--- src/rtl/reduce_tree_pipe_pkg.sv ---
// Shared constants and helpers for the pipelined bitwise reduction unit.
package reduce_pkg;

  localparam logic [1:0] MODE_OR   = 2'b00;
  localparam logic [1:0] MODE_AND  = 2'b01;
  localparam logic [1:0] MODE_XOR  = 2'b10;
  localparam logic [1:0] MODE_XNOR = 2'b11;

  // Ceiling log2 for elaboration-time sizing; clog2(1) = 0.
  function automatic int clog2(input int n);
    int r;
    r = 0;
    for (int i = 0; i < 31; i++) begin
      if (int'(32'd1 << i) < n) begin
        r = i + 1;
      end else begin
        r = r;
      end
    end
    return r;
  endfunction

  // Pad bit that leaves the reduction result unchanged for the given op.
  function automatic logic ident(input logic [1:0] mode);
    logic pad;
    case (mode)
      MODE_AND: pad = 1'b1;
      MODE_OR:  pad = 1'b0;
      MODE_XOR: pad = 1'b0;
      default:  pad = 1'b0;
    endcase
    return pad;
  endfunction

endpackage

--- src/rtl/reduce_tree_pipe_if.sv ---
// Operand/result handshake bundle for the reduction unit.
interface reduce_tree_pipe_if #(
  parameter int W = 16
);
  logic         in_valid;
  logic         in_ready;
  logic [W-1:0] x;
  logic [1:0]   mode;
  logic         out_valid;
  logic         out_ready;
  logic         out_bit;
  logic [1:0]   out_mode;

  // Producer/consumer side, i.e. whoever feeds operands and takes results.
  modport master (
    output in_valid, x, mode, out_ready,
    input  in_ready, out_valid, out_bit, out_mode
  );

  // The reduction unit itself.
  modport slave (
    input  in_valid, x, mode, out_ready,
    output in_ready, out_valid, out_bit, out_mode
  );
endinterface

--- src/rtl/reduce_tree_pipe_stage.sv ---
// One pipeline slice of the reduction tree: LEVELS tree levels of
// combinational reduction followed by an enabled data/mode/valid register.
module reduce_stage
  import reduce_pkg::*;
#(
  parameter int IN_W   = 2,
  parameter int LEVELS = 1
) (
  input  logic                        clk,
  input  logic                        rst_n,
  input  logic                        en,
  input  logic [IN_W-1:0]             in_data,
  input  logic [1:0]                  in_mode,
  input  logic                        in_valid,
  output logic [(IN_W>>LEVELS)-1:0]   out_data,
  output logic [1:0]                  out_mode,
  output logic                        out_valid
);

  // Each output bit is the reduction of a contiguous group of 2^LEVELS inputs,
  // i.e. LEVELS levels of a balanced binary tree.
  localparam int GRP   = 1 << LEVELS;
  localparam int OUT_W = IN_W >> LEVELS;

  logic [OUT_W-1:0] red_s;
  logic [GRP-1:0]   chunk_s;
  logic [OUT_W-1:0] data_r;
  logic [1:0]       mode_r;
  logic             valid_r;

  // Reduce each group under the op; XNOR runs as XOR and is inverted at the end.
  always_comb begin
    red_s   = {OUT_W{1'b0}};
    chunk_s = {GRP{1'b0}};
    for (int j = 0; j < OUT_W; j++) begin
      chunk_s = in_data[j*GRP +: GRP];
      case (in_mode)
        MODE_OR:   red_s[j] = |chunk_s;
        MODE_AND:  red_s[j] = &chunk_s;
        MODE_XOR:  red_s[j] = ^chunk_s;
        MODE_XNOR: red_s[j] = ^chunk_s;
        default:   red_s[j] = 1'b0;
      endcase
    end
  end

  // Stage register: loads on the global advance, otherwise holds.
  always_ff @(posedge clk or negedge rst_n) begin
    if (!rst_n) begin
      data_r  <= {OUT_W{1'b0}};
      mode_r  <= 2'b00;
      valid_r <= 1'b0;
    end else if (en) begin
      data_r  <= red_s;
      mode_r  <= in_mode;
      valid_r <= in_valid;
    end else begin
      data_r  <= data_r;
      mode_r  <= mode_r;
      valid_r <= valid_r;
    end
  end

  assign out_data  = data_r;
  assign out_mode  = mode_r;
  assign out_valid = valid_r;

endmodule

--- src/rtl/reduce_tree_pipe.sv ---
// Pipelined W-bit to 1-bit reduction (OR/AND/XOR/XNOR) with valid/ready on
// both sides and a single global stall. Feeds the ALU zero/all-ones/parity flags.
module reduce_tree_pipe
  import reduce_pkg::*;
#(
  parameter int W   = 16,
  parameter int LPS = 1
) (
  input logic              clk,
  input logic              rst_n,
  reduce_tree_pipe_if.slave bus
);

  localparam int L = clog2(W);
  localparam int P = 1 << L;
  localparam int S = (L + LPS - 1) / LPS;

  logic         advance_s;
  logic [P-1:0] x_pad_s;
  logic         last_data_s;
  logic [1:0]   last_mode_s;
  logic         last_valid_s;

  // The whole pipe moves together unless a held result is still waiting.
  assign advance_s    = !last_valid_s | bus.out_ready;
  assign bus.in_ready = advance_s;

  // Fill leaves above W with the op identity so they never change the result.
  always_comb begin
    x_pad_s        = {P{ident(bus.mode)}};
    x_pad_s[W-1:0] = bus.x;
  end

  for (genvar s = 0; s < S; s++) begin : g_stage
    localparam int IN_W  = P >> (s * LPS);
    localparam int LEV   = ((L - s * LPS) < LPS) ? (L - s * LPS) : LPS;
    localparam int OUT_W = IN_W >> LEV;

    logic [IN_W-1:0]  din_s;
    logic [1:0]       mode_in_s;
    logic             vin_s;
    logic [OUT_W-1:0] dout_s;
    logic [1:0]       mode_out_s;
    logic             vout_s;

    if (s == 0) begin : g_first
      assign din_s     = x_pad_s;
      assign mode_in_s = bus.mode;
      assign vin_s     = bus.in_valid;
    end else begin : g_next
      assign din_s     = g_stage[s-1].dout_s;
      assign mode_in_s = g_stage[s-1].mode_out_s;
      assign vin_s     = g_stage[s-1].vout_s;
    end

    reduce_stage #(
      .IN_W   (IN_W),
      .LEVELS (LEV)
    ) u_stage (
      .clk       (clk),
      .rst_n     (rst_n),
      .en        (advance_s),
      .in_data   (din_s),
      .in_mode   (mode_in_s),
      .in_valid  (vin_s),
      .out_data  (dout_s),
      .out_mode  (mode_out_s),
      .out_valid (vout_s)
    );
  end

  assign last_data_s  = g_stage[S-1].dout_s;
  assign last_mode_s  = g_stage[S-1].mode_out_s;
  assign last_valid_s = g_stage[S-1].vout_s;

  // XNOR results leave the tree as XOR parity; flip them on the way out.
  assign bus.out_bit   = last_data_s ^ (last_mode_s == MODE_XNOR);
  assign bus.out_mode  = last_mode_s;
  assign bus.out_valid = last_valid_s;

endmodule

--- src/flat_wrapper.sv ---
// flat-port wrapper written by rule: the top's interface ports become plain ports
module reduce_tree_pipe_flat import reduce_pkg::*;
#(
  parameter int W   = 16,
  parameter int LPS = 1
)
  (clk, rst_n, bus_in_valid, bus_x, bus_mode, bus_out_ready, bus_in_ready, bus_out_valid, bus_out_bit, bus_out_mode);
  reduce_tree_pipe_if #(.W(W)) bus_i ();
  input logic clk;
  input logic rst_n;
  input wire logic [$bits(bus_i.in_valid)-1:0] bus_in_valid;
  input wire logic [$bits(bus_i.x)-1:0] bus_x;
  input wire logic [$bits(bus_i.mode)-1:0] bus_mode;
  input wire logic [$bits(bus_i.out_ready)-1:0] bus_out_ready;
  output wire logic [$bits(bus_i.in_ready)-1:0] bus_in_ready;
  output wire logic [$bits(bus_i.out_valid)-1:0] bus_out_valid;
  output wire logic [$bits(bus_i.out_bit)-1:0] bus_out_bit;
  output wire logic [$bits(bus_i.out_mode)-1:0] bus_out_mode;
  assign bus_i.in_valid = bus_in_valid;
  assign bus_i.x = bus_x;
  assign bus_i.mode = bus_mode;
  assign bus_i.out_ready = bus_out_ready;
  assign bus_in_ready = bus_i.in_ready;
  assign bus_out_valid = bus_i.out_valid;
  assign bus_out_bit = bus_i.out_bit;
  assign bus_out_mode = bus_i.out_mode;
  reduce_tree_pipe #(.W(W), .LPS(LPS)) u_core (.clk(clk), .rst_n(rst_n), .bus(bus_i));
endmodule
--- config.mk ---
export PLATFORM = sky130hd
export DESIGN_NAME = reduce_tree_pipe_flat
export DESIGN_NICKNAME = d
export VERILOG_FILES = /design/src/rtl/reduce_tree_pipe_pkg.sv /design/src/rtl/reduce_tree_pipe_if.sv /design/src/rtl/reduce_tree_pipe_stage.sv /design/src/rtl/reduce_tree_pipe.sv /design/src/flat_wrapper.sv
export SDC_FILE = /design/constraint.sdc
export NUM_CORES = 1
export LEC_CHECK = 0
export ABC_AREA = 1
export CORE_ASPECT_RATIO = 2
export CORE_MARGIN = 4
export CORE_UTILIZATION = 50
export DETAILED_ROUTE_END_ITERATION = 12
export PLACE_DENSITY = 0.8
export SYNTH_ARGS = -nofsm -noshare
export SYNTH_HDL_FRONTEND = slang
export SYNTH_SLANG_ARGS = --single-unit
--- constraint.sdc ---
create_clock -name clk -period 1.8 [get_ports clk]
set_clock_uncertainty 0.2 [all_clocks]
set_input_delay 0.36 -clock clk [delete_from_list [all_inputs] [get_ports clk]]
set_output_delay 0.36 -clock clk [all_outputs]
set_load 0.01 [all_outputs]
# Word-level counts from Yosys, hierarchy flattened
# Cells that the tools add are included.
[word_totals]
word_cells = 96
regBits = 27
[op_classes]
eq_ne = 13
n_reduce_logical = 54
n_bitwise = 2
muxes = 15
[op_table]
columns = ["cell", "n"]
rows = [
  ["$pmux W1 S3", 15],
  ["$reduce_or A2 Y1", 19],
  ["$reduce_and A2 Y1", 15],
  ["$reduce_xor A2 Y1", 15],
  ["$eq A2 B2 Y1 const B", 9],
  ["$eq A2 B1 Y1 const B", 4],
  ["$logic_not A2 Y1", 4],
  ["$logic_not A1 Y1", 1],
  ["$or A1 B1 Y1", 1],
  ["$xor A1 B1 Y1", 1],
]

# Longest topological paths before layout
# Gate-level depths: netlist of run 1.
[logic_depth]
depth_word = 3
depth_mapped = 7
depth_no_buf = 7

# Modules after synthesis
# A second synthesis of run 1 with hierarchy kept.
[unflattened]
hier_cells = 262
hier_area_um2 = 1955.6
[modules_own_cells]
columns = ["mod", "seq_area_each_um2", "cells_per_inst", "n_inst", "area_per_inst_um2"]
rows = [
  ["reduce_stage at u_core.g_stage[0].u_stage", 275.3, 122, 1, 922.1],
  ["reduce_stage at u_core.g_stage[1].u_stage", 175.2, 66, 1, 493.0],
  ["reduce_stage at u_core.g_stage[2].u_stage", 125.1, 40, 1, 305.3],
  ["reduce_stage at u_core.g_stage[3].u_stage", 100.1, 27, 1, 207.7],
  ["reduce_tree_pipe", 0.0, 7, 1, 27.5],
]

# Worst setup path before layout of run 1
# No wires, ideal clock.
[synth_path]
path_type = "register -> output"
startpoint = "register u_core.g_stage[3].u_stage.valid_r"
endpoint = "output port bus_in_ready"
n_path_buf = 1
setup_slack_ns = 0.477
path_stages_with_launch = 3
arrival_time_ns = 0.763
cell_sequence = "dfrtp_1 nand2_2 buf_2"
[synth_via]
elab_chain_len = 2
[synth_rtl]
columns = ["item", "line", "rtl"]
rows = [
  ["start, declared", "reduce_tree_pipe_stage.sv:29", "logic valid_r;"],
  ["start signal, assigned", "reduce_tree_pipe_stage.sv:56", "valid_r <= in_valid;"],
  ["start signal, assigned", "reduce_tree_pipe_stage.sv:60", "valid_r <= valid_r;"],
  ["$logic_not A1 Y1", "reduce_tree_pipe.sv:25", "assign advance_s = !last_valid_s | bus.out_ready;"],
  ["$or A1 B1 Y1", "reduce_tree_pipe.sv:25", ""],
  ["end, declared", "flat_wrapper.sv:15", "output wire logic [$bits(bus_i.in_ready)-1:0] bus_in_ready;"],
]
# Every way passes these cells.

# Final worst setup path of run 1
[layout_path]
startpoint = "register u_core.g_stage[3].u_stage.valid_r"
endpoint = "output port bus_out_valid"
[layout_rtl]
columns = ["item", "line", "rtl"]
rows = [
  ["end, declared", "flat_wrapper.sv:16", "output wire logic [$bits(bus_i.out_valid)-1:0] bus_out_valid;"],
]
# No word-level cell between the ends.

==> results of run 1 <==
-- power groups by stage --
stage,sequential (µW),clock (µW),combinational (µW)
after floorplan,1060,0,800
after global placement,1090,0,1110
after detailed placement,1100,0,1150
after CTS,1090,356,1140
after global routing,1130,381,1320
final,1080,345,1110
-- per-layer routing --
metal / share of wire / wire, µm / vias to the layer above
met5: 0 / 0 / -
met3: 0.024 / 74 / 5
met4: 0.022 / 70 / 0
met2: 0.59 / 1850 / 19
li1: - / - / 850
met1: 0.37 / 1150 / 701
-- cell families (layout without fill, tap and decap cells) --
logic type               Yosys count  count (layout)  synth area share
AND/OR/NAND/NOR                  142             142             0.296
adder cells (fa/ha/maj)           30              30             0.198
XOR/XNOR                           1               1           0.00463
AO/OA/AOI/OAI                      9               9            0.0238
flip-flops                        27              27             0.357
buffers and inverters             58              88             0.120
-- registers in the layout (all words and copies together), names as in the netlist --
| register | count |
|---|---|
| u_core.g_stage.u_stage.out_valid | 4 |
| u_core.g_stage.u_stage.out_data | 15 |
| u_core.g_stage.u_stage.out_mode | 8 |
-- worst reg2reg max path, cell delays in order, from the launching register on --
cell,delay (ns)
dfrtp_1,0.40
nand2_2,0.08
buf_4,0.38
inv_2,0.15
o21ai_0,0.21
-- stage by stage --
| step | area (µm²) | cells |
|---|---|---|
| global route | 2280 | 346 |
| CTS | 2270 | 346 |
| finish | 2280 | 346 |
| detailed placement | 2230 | 342 |
| floorplan | 1890 | 267 |
| global placement | 2230 | 342 |
-- final cells by class --
class / instances / area [µm²] / area share
timing repair buffer: 32 / 308 / 0.135
tap: 49 / 61.3 / 0.0269
sequential: 27 / 676 / 0.297
clock inverter: 1 / 5.00 / 0.00220
inverter: 52 / 195 / 0.0858
clock buffer: 3 / 41.3 / 0.0181
multi-input combinational: 182 / 990 / 0.435
-- repair_timing --
item / in CTS / in global routing
hold buffers: 0 / 0
resized for setup: 2 / 2
endpoints found under the setup margin: 2 / 2
pin swaps: 0 / 0
setup buffers: 0 / 0
-- cell usage in the layout, fill, tap and decap left out --
cell,count
nand2_1,80
inv_1,49
nor2_1,46
ha_1,30
dfrtp_1,27
clkdlybuf4s50_1,22
nand3_1,14
buf_4,6
o21ai_1,5
o21ai_0,4
inv_2,3
clkbuf_8,3
dlygate4sd2_1,2
dlymetal6s2s_1,2
nand2_2,1
xnor2_1,1
nor2_4,1
clkinv_2,1
-- path summary, 6_finish.rpt --
kind / start / to / slack [ns] / cells past startpoint
worst max-delay path: u_core.g_stage[3].u_stage.out_valid / bus_out_valid / 0.05 / 1
worst min-delay path: rst_n / u_core.g_stage[3].u_stage.out_mode[0] / 0.25 / 2
worst max register to register: u_core.g_stage[3].u_stage.out_valid / u_core.g_stage[3].u_stage.out_mode[0] / 0.30 / 4
worst min register to register: u_core.g_stage[2].u_stage.out_valid / u_core.g_stage[3].u_stage.out_valid / 0.26 / 2
max in group asynchronous: rst_n / u_core.g_stage[2].u_stage.out_mode[0] / 0.89 / 2
min in group clk: u_core.g_stage[2].u_stage.out_valid / u_core.g_stage[3].u_stage.out_valid / 0.26 / 2
==> impl_results.md, run 1 <==
- Status: complete, no violations
- Post-synthesis register bit count: 27
- Num ports: 27
- CP Data Arrival Time: 1.19 ns
- Core Rows: 31
- Final HPWL DP: 2530 µm
- Post-Syn Area: 1890 µm²
- Slew Limit Fails: 0
- DRT iter0 DRCs: 23
- Final Hold Viols: 0
- Reg clk slew, reported paths: 0.09 ns
- Post-route clock period utilization: 0.971
- Tot GR Track Use: 0.150
- Mapped Cells: 267
- Hold Worst Slack: 0.251 ns
- Worst Hold Class: input port to async pin
- Post-synth EDFFs: 0
- Final setup vio count: 0
- CP Capture Type: primary output
- Sink Count: 27
- Total die area: 4890 µm²
- Power density over cell area: 1110 nW/µm²
- Lkg Pwr: 0.00135 µW
- Worst Path Buf+Inv: 1
- Vias: 1,575
- Slew @ Worst Pin: 0.426 ns
- Synth top area share: 0.357
- Ys flop type: dfrtp_1
- Root Driver: clkbuf_8
- CTS tree: built
- Setup TNS Final: 0 ns
- Core ar.: 3650 µm²
- H-tree depth: 1
- GRT met1 Usage: 0.145
- Async set-reset flop share out of synthesis: 1.00
- Most Crowded Layer GR: met2
- Top delay family on crit path: buffers and inverters
- Average wire per standard cell: 9.09 µm
- Syn nets: 319
- Vias per cell: 4.55
- Maximum Capacitance Violations: 0
- Slowest stage delay, CP: 0.55 ns
- Top cells by area, synth: dfrtp_1 (36%), ha_1 (20%), nand2_1 (16%)
- First drt pass iteration count: 4
- Clock Latency Late Sink: 0.27 ns
- M2 GR Usage: 0.302
- Critical-path cell list: clkdlybuf4s50_1
- First-pass GRT wire length: 5720 µm
- Slew headroom: 0.716
- Largest area contributor in the netlist: dfrtp_1
- Max Clock Freq: 572 MHz
- Share of cells above drive strength 1: 0.0505
- Int Power: 1510 µW
- CTS max path bufs: 2
- YS warnings: 0
- Largest net degree at the start of global routing: 46
- Commonest cells post-synth: nand2_1 (80), inv_1 (49), nor2_1 (46)
- Count leader, synth: nand2_1
- Placement Setup Slack: -0.212 ns
- Antenna-violating nets left: 0
- Tmin final: 1.75 ns
- Net Sw Frac: 0.404
- RSZ-0062 raised after global routing: no
- Starting Density: 0.519
- Worst-path fanout max: 2
- Sequential power share: 0.427
- Grt ovf: 0
- # DRC: 0
- Synth unique cells: 14
- Register area share after synthesis: 0.357
- Peak VDD IR: 523 µV
- Vias in the first global route: 1,466
- Fillers: 367
- ANT cells: 0
- Syn Area/Cell: 7.09 µm²
- Worst path required time: 1.24 ns
- Startpoint class of the critical path: register
- Setup CP Type: register to primary output
- Final wirelength: 3150 µm
- Chip Height: 95.0 µm
- Met3 Use GR: 0.00939
- Die X: 51.5 µm
- I/O Buffers: 26
- Final worst-path setup slack: 0.0527 ns
- Synth-to-Final Area Change: 20.2%
- Total CTS buffers: 3
- Sw Pwr: 1020 µW
- Final #Nets: 350
- Clock power share: 0.136
- Final Wtd Congestion: 0.775
- Initial antenna violation count: 0
- Core Util, Final: 0.624
- Power after layout: 2530 µW
- Crit path max-delay cell type: clkdlybuf4s50_1
- Comb power frac: 0.437
Note: power is estimated with default switching activity, not from simulation.
==> run 2, diff against run 1 <==
--- a/config.mk
+++ b/config.mk
@@ -8,9 +8,10 @@
 export ABC_AREA = 1
 export CORE_ASPECT_RATIO = 2
 export CORE_MARGIN = 4
-export CORE_UTILIZATION = 50
+export CORE_UTILIZATION = 56
 export DETAILED_ROUTE_END_ITERATION = 12
-export PLACE_DENSITY = 0.8
+export PLACE_DENSITY = 0.88
+export SETUP_SLACK_MARGIN = 0.05
 export SYNTH_ARGS = -nofsm -noshare
 export SYNTH_HDL_FRONTEND = slang
 export SYNTH_SLANG_ARGS = --single-unit
==> run 2 against run 1 <==
  * Die area shrank 9.5%
  * First-iteration DRC count grew 13%
  * Count of clock-buffer cells in the layout is the same
  * Via count grew 0.76%
  * Non-clock buffer count is the same
  * Wire length grew 2.4%
  * Combinational power is essentially flat
  * Clock power grew 6.1%
  * Flip-flop and latch count is the same
  * Critical path depth grew 3
  * Cell area shrank 0.93%
  * Maximum frequency grew 1.6%
  * Critical path type is now input port to primary output
==> impl_results.md, run 2 (synthesis gave the netlist of run 1 again) <==
- Status: complete, no violations (unchanged)
- Setup TNS Final: 0 ns (unchanged)
- Vias per cell: 4.84 (was 4.55)
- Critical-path cell list: clkdlybuf4s50_1 > inv_1 > nand2_2 > clkdlybuf4s15_1 (was clkdlybuf4s50_1)
- CTS max path bufs: 2 (unchanged)
- First-pass GRT wire length: 5930 µm (was 5720 µm)
- Final Hold Viols: 0 (unchanged)
- Power density over cell area: 1140 nW/µm² (was 1110 nW/µm²)
- Slew Limit Fails: 0 (unchanged)
- Vias in the first global route: 1,547 (was 1,466)
- Worst-path fanout max: 2 (unchanged)
- Maximum Capacitance Violations: 0 (unchanged)
- Worst path required time: 1.24 ns (about the same)
- Reg clk slew, reported paths: 0.10 ns (was 0.09 ns)
- Post-route clock period utilization: 0.955 (was 0.971)
- Vias: 1,587 (was 1,575)
- Largest net degree at the start of global routing: 46 (unchanged)
- Final HPWL DP: 2580 µm (was 2530 µm)
- Routed wl met3: 76 µm (was 74 µm)
- CP Data Arrival Time: 1.16 ns (was 1.19 ns)
- Hold Worst Slack: 0.241 ns (was 0.251 ns)
- Setup CP Type: input port to primary output (was register to primary output)
- Die X: 49.1 µm (was 51.5 µm)
- ANT cells: 0 (unchanged)
- Num ports: 27 (unchanged)
- Final Wtd Congestion: 0.715 (was 0.775)
- # hold bufs at CTS: 0 (unchanged)
- Top Metal Used: met4 (unchanged)
- Sink Count: 27 (unchanged)
- Final #Nets: 350 (unchanged)
- Most frequent cells in the layout: nand2_1 (80), inv_1 (49), nor2_1 (46), ha_1 (30), dfrtp_1 (27) (unchanged)
- Slew @ Worst Pin: 0.342 ns (was 0.426 ns)
- Synth-to-Final Area Change: 19.1% (was 20.2%)
- DRT iter0 DRCs: 26 (was 23)
- I/O Buffers: 26 (unchanged)
- Core Rows: 29 (was 31)
- Final worst-path setup slack: 0.0803 ns (was 0.0527 ns)
- Final setup vio count: 0 (unchanged)
- RSZ-0062 raised after global routing: yes (was no)
- H-tree depth: 1 (unchanged)
- Average wire per standard cell: 9.82 µm (was 9.09 µm)
- M1 wire length: 1160 µm (was 1150 µm)
- Tot GR Track Use: 0.168 (was 0.150)
- Tmin final: 1.72 ns (was 1.75 ns)
- Total die area: 4430 µm² (was 4890 µm²)
- Final wirelength: 3220 µm (was 3150 µm)
- Clock Latency Late Sink: 0.28 ns (was 0.27 ns)
- Fillers: 260 (was 367)
- Placement Setup Slack: -0.206 ns (was -0.212 ns)
- Dpl cell area: 2200 µm² (was 2230 µm²)
- Post-route design area: 2250 µm² (was 2280 µm²)
- Starting Density: 0.586 (was 0.519)
- Root Driver: clkbuf_8 (unchanged)
- Antenna-violating nets left: 0 (unchanged)
- Core ar.: 3230 µm² (was 3650 µm²)
- First drt pass iteration count: 4 (unchanged)
- Startpoint class of the critical path: input port (was register)
- Grt ovf: 0 (unchanged)
- Slew headroom: 0.772 (was 0.716)
- Max reg flops: 15 (unchanged)
- Commonest non-fill, non-tap cell in the layout: nand2_1 (unchanged)
- CTS tree: built (unchanged)
- Lkg Pwr: 0.00134 µW (was 0.00135 µW)
- Worst Hold Class: input port to async pin (unchanged)
- CP Capture Type: primary output (unchanged)
- Initial antenna violation count: 0 (unchanged)
- Peak VDD IR: 554 µV (was 523 µV)
- # DRC: 0 (unchanged)
- Slowest stage delay, CP: 0.45 ns (was 0.55 ns)
- Max Clock Freq: 581 MHz (was 572 MHz)
- Core Util, Final: 0.698 (was 0.624)
- DR WL met2: 1900 µm (was 1850 µm)
- Share of cells above drive strength 1: 0.0505 (unchanged)
- Chip Height: 90.2 µm (was 95.0 µm)
- Total CTS buffers: 3 (unchanged)
- Crit path max-delay cell type: clkdlybuf4s50_1 (unchanged)
==> run 2: cell types whose count changed in the layout (fill, tap and decap cells not counted) <==
cell             previous run  this run
clkdlybuf4s15_1             0         2
clkinv_2                    1         0
dlymetal6s2s_1              2         0
clkdlybuf4s50_1            22        21
dlygate4sd2_1               2         3
inv_6                       0         1
buf_6                       0         1
buf_4                       6         5
==> run 2: timing repair <==
action | CTS | global route
buffers inserted | 0 | 1
resized for setup | 5 | 3
endpoints found under the setup margin | 5 | 3
==> run 2: layout make-up <==
class | instances | area (µm²) | area share
Multi-Input combinational cell | 182 | 990 | 0.439
Sequential cell | 27 | 676 | 0.300
Timing Repair Buffer | 32 | 305 | 0.135
Inverter | 52 | 195 | 0.0866
Clock buffer | 3 | 41.3 | 0.0183
Tap cell | 31 | 38.8 | 0.0172
Clock inverter | 1 | 8.76 | 0.00388
==> run 2: path summary, 6_finish.rpt <==
| path | cells after the start | end | startpoint | slack, ns |
|---|---|---|---|---|
| worst max-delay path | 4 | bus_in_ready | bus_out_ready | 0.08 |
| worst min-delay path | 2 | u_core.g_stage[3].u_stage.out_mode[0] | rst_n | 0.24 |
| worst max register to register | 5 | u_core.g_stage[3].u_stage.out_mode[1] | u_core.g_stage[3].u_stage.out_valid | 0.44 |
| worst min register to register | 2 | u_core.g_stage[3].u_stage.out_valid | u_core.g_stage[2].u_stage.out_valid | 0.26 |
| max in group asynchronous | 2 | u_core.g_stage[1].u_stage.out_data[3] | rst_n | 0.90 |
| min in group clk | 2 | u_core.g_stage[3].u_stage.out_valid | u_core.g_stage[2].u_stage.out_valid | 0.26 |
==> run 2: power by group <==
group | internal, µW | switching, µW
Sequential | 867 | 218
Clock | 163 | 203
Combinational | 493 | 636
Total | 1520 | 1060
==> run 2: stage by stage <==
stage	power [µW]	std cells
2_1_floorplan	1860	267
3_3_place_gp	2190	323
3_5_place_dp	2260	323
4_1_cts	2590	327
5_1_grt	2880	328
6_report	2580	328
==> run 2: critical path: cells and delay by family <==
family	cells	cell delay, ns
buf+inv	3	0.73
simple gates	1	0.06
==> run 2: layer usage <==
layer,global-route usage,up-vias
li1,-,850
met1,0.155,702
met2,0.337,28
met3,0.00828,7
met4,0.0950,0
met5,0,-
